## src/rtl/rx_deser_pkg.sv

```systemverilog
// Shared constants and types for the rx_word_deser receive deserializer.
package rx_deser_pkg;

  localparam int STUFF_RUN    = 6;
  localparam int SE_DELAY_MAX = 7;

  typedef logic [SE_DELAY_MAX-1:0] se_pipe_t;

  function automatic int count_w(input int data_w);
    return (data_w < 2) ? 1 : $clog2(data_w);
  endfunction

endpackage

```

## src/rtl/rx_word_deser_se_delay_line.sv

```systemverilog
// Delays the shift strobe by SE_DELAY clocks; flush empties the chain.
module se_delay_line
  import rx_deser_pkg::*;
#(
  parameter int SE_DELAY = 2
) (
  input  logic clk,
  input  logic n_rst,
  input  logic flush,
  input  logic din,
  output logic dout
);

  localparam int       OUT_IDX    = (SE_DELAY == 0) ? 0 : SE_DELAY - 1;
  localparam se_pipe_t STAGE_MASK = se_pipe_t'((1 << SE_DELAY) - 1);
  localparam se_pipe_t OUT_MASK   = se_pipe_t'(1) << OUT_IDX;

  se_pipe_t pipe_reg;
  se_pipe_t pipe_next;

  // Stages beyond SE_DELAY are masked so they stay zero.
  always_comb begin
    pipe_next = {pipe_reg[SE_DELAY_MAX-2:0], din} & STAGE_MASK;
  end

  always_ff @(posedge clk or negedge n_rst) begin
    if (!n_rst) begin
      pipe_reg <= '0;
    end else if (flush) begin
      pipe_reg <= '0;
    end else begin
      pipe_reg <= pipe_next;
    end
  end

  generate
    if (SE_DELAY == 0) begin : g_bypass
      assign dout = din;
    end else begin : g_pipe
      assign dout = |(pipe_reg & OUT_MASK);
    end
  endgenerate

endmodule

```

## src/rtl/rx_word_deser.sv

```systemverilog
// Serial-to-parallel receive deserializer with valid/ready holding register.
// Optional bit unstuffing is enabled by defining RX_DESER_BIT_UNSTUFF_EN.
module rx_word_deser
  import rx_deser_pkg::*;
#(
  parameter int DATA_W    = 8,
  parameter int SE_DELAY  = 2,
  parameter int LSB_FIRST = 1
) (
  input  logic                       clk,
  input  logic                       n_rst,
  input  logic                       shift_enable,
  input  logic                       d_orig,
  input  logic                       clear,
  input  logic                       rcv_ready,
  output logic [DATA_W-1:0]          rcv_data,
  output logic                       rcv_valid,
  output logic                       overrun,
  output logic [count_w(DATA_W)-1:0] bit_count,
  output logic                       stuff_err
);

  localparam int            CW       = count_w(DATA_W);
  localparam logic [CW-1:0] LAST_BIT = CW'(DATA_W - 1);

  logic              se_d;
  logic              take_bit;
  logic              shift_fire;
  logic              complete;
  logic              xfer;
  logic [DATA_W-1:0] word_next;
  logic [DATA_W-2:0] partial_reg;
  logic [DATA_W-2:0] partial_next;
  logic [CW-1:0]     bit_count_reg;
  logic [DATA_W-1:0] rcv_data_reg;
  logic              rcv_valid_reg;
  logic              overrun_reg;

  se_delay_line #(
    .SE_DELAY(SE_DELAY)
  ) u_se_delay (
    .clk  (clk),
    .n_rst(n_rst),
    .flush(clear),
    .din  (shift_enable),
    .dout (se_d)
  );

`ifdef RX_DESER_BIT_UNSTUFF_EN
  logic [2:0] run_reg;
  logic       stuff_err_reg;
  logic       drop;

  assign drop     = se_d && (run_reg == 3'(STUFF_RUN));
  assign take_bit = se_d && !drop;

  always_ff @(posedge clk or negedge n_rst) begin
    if (!n_rst) begin
      run_reg       <= '0;
      stuff_err_reg <= 1'b0;
    end else if (clear) begin
      run_reg       <= '0;
      stuff_err_reg <= 1'b0;
    end else begin
      stuff_err_reg <= drop && d_orig;
      if (se_d) begin
        run_reg <= (drop || !d_orig) ? 3'd0 : run_reg + 3'd1;
      end
    end
  end

  assign stuff_err = stuff_err_reg;
`else
  assign take_bit  = se_d;
  assign stuff_err = 1'b0;
`endif

  // The oldest bit leaves the register on the completing shift, so only
  // DATA_W-1 bits of history are ever needed.
  generate
    if (LSB_FIRST != 0) begin : g_lsb_first
      assign word_next = {d_orig, partial_reg};
      assign partial_next = word_next[DATA_W-1:1];
    end else begin : g_msb_first
      assign word_next = {partial_reg, d_orig};
      assign partial_next = word_next[DATA_W-2:0];
    end
  endgenerate

  assign shift_fire = take_bit && !clear;
  assign complete   = shift_fire && (bit_count_reg == LAST_BIT);
  assign xfer       = rcv_valid_reg && rcv_ready;

  always_ff @(posedge clk or negedge n_rst) begin
    if (!n_rst) begin
      partial_reg   <= '1;
      bit_count_reg <= '0;
    end else if (clear) begin
      partial_reg   <= '1;
      bit_count_reg <= '0;
    end else if (shift_fire) begin
      partial_reg   <= partial_next;
      bit_count_reg <= complete ? '0 : bit_count_reg + CW'(1);
    end
  end

  always_ff @(posedge clk or negedge n_rst) begin
    if (!n_rst) begin
      rcv_data_reg  <= '0;
      rcv_valid_reg <= 1'b0;
      overrun_reg   <= 1'b0;
    end else begin
      if (complete) begin
        rcv_data_reg  <= word_next;
        rcv_valid_reg <= 1'b1;
        if (rcv_valid_reg && !rcv_ready) begin
          overrun_reg <= 1'b1;
        end
      end else if (xfer) begin
        rcv_valid_reg <= 1'b0;
      end
      if (clear) begin
        overrun_reg <= 1'b0;
      end
    end
  end

  assign rcv_data  = rcv_data_reg;
  assign rcv_valid = rcv_valid_reg;
  assign overrun   = overrun_reg;
  assign bit_count = bit_count_reg;

endmodule

```

## config.mk

```make
export PLATFORM = sky130hd
export DESIGN_NAME = rx_word_deser
export DESIGN_NICKNAME = d
export VERILOG_FILES = /design/src/rtl/rx_deser_pkg.sv /design/src/rtl/rx_word_deser_se_delay_line.sv /design/src/rtl/rx_word_deser.sv
export SDC_FILE = /design/constraint.sdc
export NUM_CORES = 1
export LEC_CHECK = 0
export BUFFER_PORTS_ARGS = -buffer_cell sky130_fd_sc_hd__buf_2
export CORE_MARGIN = 4
export CORE_UTILIZATION = 50
export CTS_CLUSTER_SIZE = 8
export DETAILED_ROUTE_END_ITERATION = 7
export HOLD_SLACK_MARGIN = 0.08
export PLACE_DENSITY_LB_ADDON = 0.25
export SYNTH_ARGS = -nofsm -noshare
export SYNTH_HDL_FRONTEND = slang
export SYNTH_HIERARCHICAL = 1
export SYNTH_SLANG_ARGS = --single-unit
```

## constraint.sdc

```tcl
create_clock -name clk -period 1.7 [get_ports clk]
set_clock_uncertainty 0.05 [all_clocks]
set_input_delay 0.34 -clock clk [delete_from_list [all_inputs] [get_ports clk]]
set_output_delay 0.34 -clock clk [all_outputs]
set_load 0.01 [all_outputs]
```

==> qor.txt, run 1 <==
Status - complete, no violations
Count of cell types in the netlist - 22
Post-Synthesis Cells - 67
CTS clk-pin slew, worst paths - 0.12 ns
DRC - 0
Non-filler cells in the finished layout - 113
Vias per inst - 5.01
Pin count of the biggest net entering global routing - 23
Rows - 15
Net Count, Synth - 75
Diodes inserted - 0
Sequential element share of the synthesized area - 59.0%
Max FO, Critical Path - 9
Root Driver - clkbuf_4
Global Route Usage Sum - 13.8%
Worst hold endpoint - rcv_valid$_DFFE_PN0P_
Pwr Total - 0.000894 W
Total number of vias - 566
Final core utilization - 61.6%
NumNets Final - 97
First-pass GRT wire length - 2690 µm
Die Y - 51.5 µm
Resized cells post-CTS - 0
WL/cell - 13.4 µm
Crit. Startpoint - bit_count[0]$_DFFE_PN0P_
Die width - 51.5 µm
# port buffers - 18
Total global routing overflow - 0
Reg2reg setup slack - 0.11 ns
CTS tree - built
DR pass1 iterations - 4
DR iter-0 viols - 3
Io pins - 20
Max reg flops - 8
Critical path type - register to register
Initial antenna violation count - 0
PwrDens - 822 mW/mm²
Yosys warns - 6
Worst hold path class - input pin to register
Placed Cells - 108
Final slew viol count - 0
Max H-tree Level - 1
Worst setup EP type - register
Vias in the first global route - 594
Final ANT Viol Nets - 0
Hold path cells - 2
RD Place Congestion - 0.661
Max-cap check violation count - 0
Reg2reg start - bit_count[0]$_DFFE_PN0P_
Setup bufs post-CTS - 0
Final setup fails - 0
Die footprint - 0.00265 mm²
#FFs+latches synth - 22
Cts bufs inserted - 3
Worst hold slack - 0.193 ns
Fmax - 630 MHz
Skew-Pair Late Insertion Delay - 0.30 ns
Avg Cell Area, Syn - 14.1 µm²
Layout cells sized above 1 - 47.7%
WP data required - 1.85 ns
Reg-to-Reg End - rcv_data[1]$_DFFE_PN0P_
Crit share post-route - 93.4%
Reg2Reg Depth - 4
Mapped cell area - 947 µm²
Routed WL - 1510 µm
Setup TNS - 0 ns
Clock Sink Count - 22
Startpoint Class - register
Arrival @ worst endpoint - 1.74 ns
Core Area - 0.00176 mm²
Area grow syn2layout - 14.8%
Hpwl dp - 1020 µm
Clock tree buffer depth - 2
Peak VDD IR - 0.000600 V
Worst hold start - rcv_ready
Unrepaired setup endpoints after global routing - no
Initial Util - 53.7%
Lkg Pwr - 0.581 nW
Fin crit period - 1.59 ns
Hold Fails Final Rpt - 0
worst max-delay path: stages (launching register included):
cell      delay [ns]
dfrtp_1         0.43
ha_1            0.22
ha_1            0.26
nand3b_4        0.18
mux2_2          0.35
where the power goes:
part	internal (W)	switching [W]
clock network	0.000131	0.000156
registers	0.000542	0.00000984
logic	0.0000257	0.0000297
kinds of logic (layout without fill, tap and decap cells):
family          after synthesis  after routing  synth area share (%)
flops                        22             22                  59.0
simple gates                 16             16                  13.1
compound gates               11             11                  8.98
mux                           9              9                  10.6
buf+inv                       6             27                  5.28
fa+ha+maj                     2              2                  2.64
other cells                   1              1                 0.396
per-layer routing:
metal / global-route usage [%] / part of all wire (%) / up-vias
met5: 0 / 0 / -
met4: 6.55 / 0.93 / 0
met3: 3.72 / 4.7 / 2
met2: 21.6 / 45 / 11
met1: 17.6 / 49 / 282
li1: - / - / 271
cell usage in the layout, fill, tap and decap left out, types with 2 or more instances in the layout:
cell type,synthesis,layout
ha_1,2,2
dfstp_2,7,7
a211o_1,7,7
nand2b_1,2,2
dfrtp_1,15,15
inv_1,2,2
nor2b_1,9,9
clkbuf_4,0,3
buf_2,0,18
a21oi_1,2,2
mux2_2,8,8
buf_4,1,2
Yosys cell counts:
cell type	number	area [µm²]
clkbuf_1	1	3.75
o21ai_0	1	5.00
a211o_1	7	61.3
nand3b_1	1	7.51
buf_12	1	20.0
nor2_1	1	3.75
ha_1	2	25.0
buf_6	1	11.3
nor2b_1	9	56.3
a21oi_2	1	8.76
mux2_2	8	90.1
nand2b_1	2	12.5
nand4b_2	1	15.0
a21oi_1	2	10.0
dfrtp_1	15	375
mux2i_1	1	10.0
or3b_1	1	8.76
inv_1	2	7.51
conb_1	1	3.75
dfstp_2	7	184
buf_4	1	7.51
nand3b_4	1	20.0
worst max-delay path by stage:
stage,end,depth (start not counted)
finish,rcv_data[1]$_DFFE_PN0P_,4
global route,rcv_data[6]$_DFFE_PN0P_,4
CTS,rcv_data[2]$_DFFE_PN0P_,4
detailed placement,rcv_data[3]$_DFFE_PN0P_,4
global placement,rcv_data[0]$_DFFE_PN0P_,4
floorplan,rcv_data[0]$_DFFE_PN0P_,4
layout make-up:
class / count / area [µm²]
fill: 163 / 677
sequential: 22 / 559
multi-input combinational: 39 / 338
timing repair buffer: 21 / 115
clock buffer: 4 / 36.3
tap: 25 / 31.3
inverter: 2 / 7.51
timing repair:
item                                   CTS  global route
endpoints found under the hold margin   15             0
hold buffers                             1             0
setup endpoints to repair                0             0
per-stage QoR:
step / setup slack [ns] / cell area (µm²)
after floorplan: 0.199 / 947
final: 0.113 / 1090
after CTS: 0.115 / 1090
after global routing: 0.0347 / 1090
after global placement: 0.187 / 1040
after detailed placement: 0.129 / 1040
(Power assumes the default switching activity.)
==> inputs of run 2 (changes only) <==
--- a/config.mk
+++ b/config.mk
@@ -6,8 +6,10 @@
 export NUM_CORES = 1
 export LEC_CHECK = 0
 export BUFFER_PORTS_ARGS = -buffer_cell sky130_fd_sc_hd__buf_2
+export CELL_PAD_IN_SITES_DETAIL_PLACEMENT = 0
+export CELL_PAD_IN_SITES_GLOBAL_PLACEMENT = 1
 export CORE_MARGIN = 4
-export CORE_UTILIZATION = 50
+export CORE_UTILIZATION = 42
 export CTS_CLUSTER_SIZE = 8
 export DETAILED_ROUTE_END_ITERATION = 7
 export HOLD_SLACK_MARGIN = 0.08
==> run 2 against run 1 <==
Net effect:
- non-clock buffer count unchanged
- critical path depth unchanged
- clock power down 17%
- core utilization down 8.8 points
- combinational power down 0.9%
- die area up 16%
- flip-flop and latch count unchanged
- global-route usage down 3.3 points
- register-to-register slack better by 0.03 ns
- routed wire length down 4.4%
- worst setup slack better by 0.031 ns
- design area down 0.69%
- highest routed layer unchanged
==> qor.txt, run 2 (same netlist as run 1, synthesis figures left out) <==
Routed WL - 1450 µm (-4.4%)
Critical path cell sequence - ha_1 > ha_1 > nand3b_4 > mux2_2
Vias per inst - 4.97 (-0.87%)
Non-filler cells in the finished layout - 115 (+1.8%)
Max H-tree Level - 1 (unchanged)
CP Buf/Inv Count - 0 (unchanged)
DRC - 0 (unchanged)
Die footprint - 0.00308 mm² (+16%)
WL/cell - 12.6 µm (-6.0%)
Placed Cells - 110 (+1.9%)
Io pins - 20 (unchanged)
First-pass GRT wire length - 2580 µm (-4.1%)
Worst setup EP type - register
Peak VDD IR - 0.000513 V (-15%)
Critical path type - register to register
Final slew viol count - 0 (unchanged)
Worst hold path class - input pin to register
Fin crit period - 1.56 ns (-0.0310 ns)
Skew-Pair Late Insertion Delay - 0.30 ns (about the same)
Setup TNS - 0 ns (unchanged)
Core Area - 0.00204 mm² (+16%)
Pin count of the biggest net entering global routing - 23 (unchanged)
WP data required - 1.84 ns (about the same)
Unrepaired setup endpoints after global routing - no
Status - complete, no violations
Final setup fails - 0 (unchanged)
CP delay by family, top - adder cells
Global Route Usage Sum - 10.4% (-3.3 points)
Root Driver - clkbuf_4
Fmax - 643 MHz (+2.0%)
Area grow syn2layout - 14.0%
Fillers - 204 (+25%)
Max reg flops - 8 (unchanged)
Die width - 55.5 µm (+7.7%)
Clock tree buffer depth - 2 (unchanged)
Resized cells post-CTS - 0 (unchanged)
Most frequent cells in the layout - buf_2 (18), dfrtp_1 (15), nor2b_1 (9)
Diodes inserted - 0 (unchanged)
Cts bufs inserted - 3 (unchanged)
Most used cell, CP - ha_1
Clock Sink Count - 22 (unchanged)
NumNets Final - 97 (unchanged)
CTS tree - built
CTS clk-pin slew, worst paths - 0.12 ns (about the same)
Slowest stage delay, CP - 0.42 ns (about the same)
Die Y - 55.5 µm (+7.7%)
PwrDens - 781 mW/mm² (-5.0%)
Rows - 16 (+1)
CP max stage cell - dfrtp_1
DR pass1 iterations - 4 (unchanged)
# port buffers - 18 (unchanged)
Crit share post-route - 91.5% (-1.8 points)
Hold Fails Final Rpt - 0 (unchanged)
Max-cap check violation count - 0 (unchanged)
Total global routing overflow - 0 (unchanged)
Vias in the first global route - 593 (-0.17%)
RD Place Congestion - 0.686 (+3.7%)
Total number of vias - 571 (+0.88%)
Max FO, Critical Path - 9 (unchanged)
Initial Util - 46.4% (-7.3 points)
Layout cells sized above 1 - 46.6% (-1.1 points)
Setup bufs post-CTS - 0 (unchanged)
Arrival @ worst endpoint - 1.70 ns (-0.04 ns)
Startpoint Class - register
Commonest non-fill, non-tap cell in the layout - buf_2
Initial antenna violation count - 0 (unchanged)
Lkg Pwr - 0.575 nW (-1.0%)
DR iter-0 viols - 3 (unchanged)
Final ANT Viol Nets - 0 (unchanged)
run 2: cell counts in the layout (fill, tap and decap cells not counted):
Identical to the previous run, type by type.
run 2: power breakdown:
part / leakage [nW] / internal (W) / switching [W] / total, W
sequential: 0.281 / 0.000542 / 0.00000973 / 0.000551
clock: 0.0150 / 0.0000913 / 0.000146 / 0.000237
combinational: 0.279 / 0.0000256 / 0.0000293 / 0.0000549
run 2: area by class of cell:
type,instances,area [µm²],area share [%]
well taps,27,33.8,3.13
multi-input cells,39,338,31.3
flip-flops and latches,22,559,51.8
clock buffers,4,26.3,2.43
repair buffers,21,115,10.7
inverters,2,7.51,0.695
run 2: per-stage QoR:
step / area (µm²) / setup WS, ns / hold WS (ns) / util (%) / power [W]
after global routing: 1080 / 0.0784 / 0.160 / 52.9 / 0.000896
after detailed placement: 1040 / 0.153 / 0.281 / 51.1 / 0.000616
final: 1080 / 0.144 / 0.186 / 52.9 / 0.000843
after floorplan: 947 / 0.199 / -0.00559 / - / 0.000595
after CTS: 1080 / 0.128 / 0.174 / 52.9 / 0.000862
after global placement: 1040 / 0.181 / 0.273 / 51.1 / 0.000614
run 2: worst paths after layout:
check	depth (start not counted)	startpoint	to	slack, ns
max in group asynchronous	2	n_rst	partial_reg[4]$_DFFE_PN1P_	0.78
setup / recovery	4	bit_count[0]$_DFFE_PN0P_	rcv_data[5]$_DFFE_PN0P_	0.14
min in group asynchronous	2	n_rst	rcv_data[0]$_DFFE_PN0P_	0.46
hold reg to reg	1	u_se_delay/pipe_reg[0]$_DFF_PN0_	u_se_delay/pipe_reg[1]$_DFF_PN0_	0.43
hold / removal	2	rcv_ready	rcv_valid$_DFFE_PN0P_	0.19
setup reg to reg	4	bit_count[0]$_DFFE_PN0P_	rcv_data[5]$_DFFE_PN0P_	0.14
run 2: repair_timing:
item	CTS	global route
endpoints found under the hold margin	15	0
hold buffers	1	0
setup endpoints to repair	0	0
run 2: routing by layer:
metal	global-route usage (%)	vias to the layer above	share of wire (%)
li1	-	274	-
met1	12.9	285	48
met2	17.1	10	48
met3	2.33	2	3.1
met4	5.21	0	0.83
met5	0	-	0
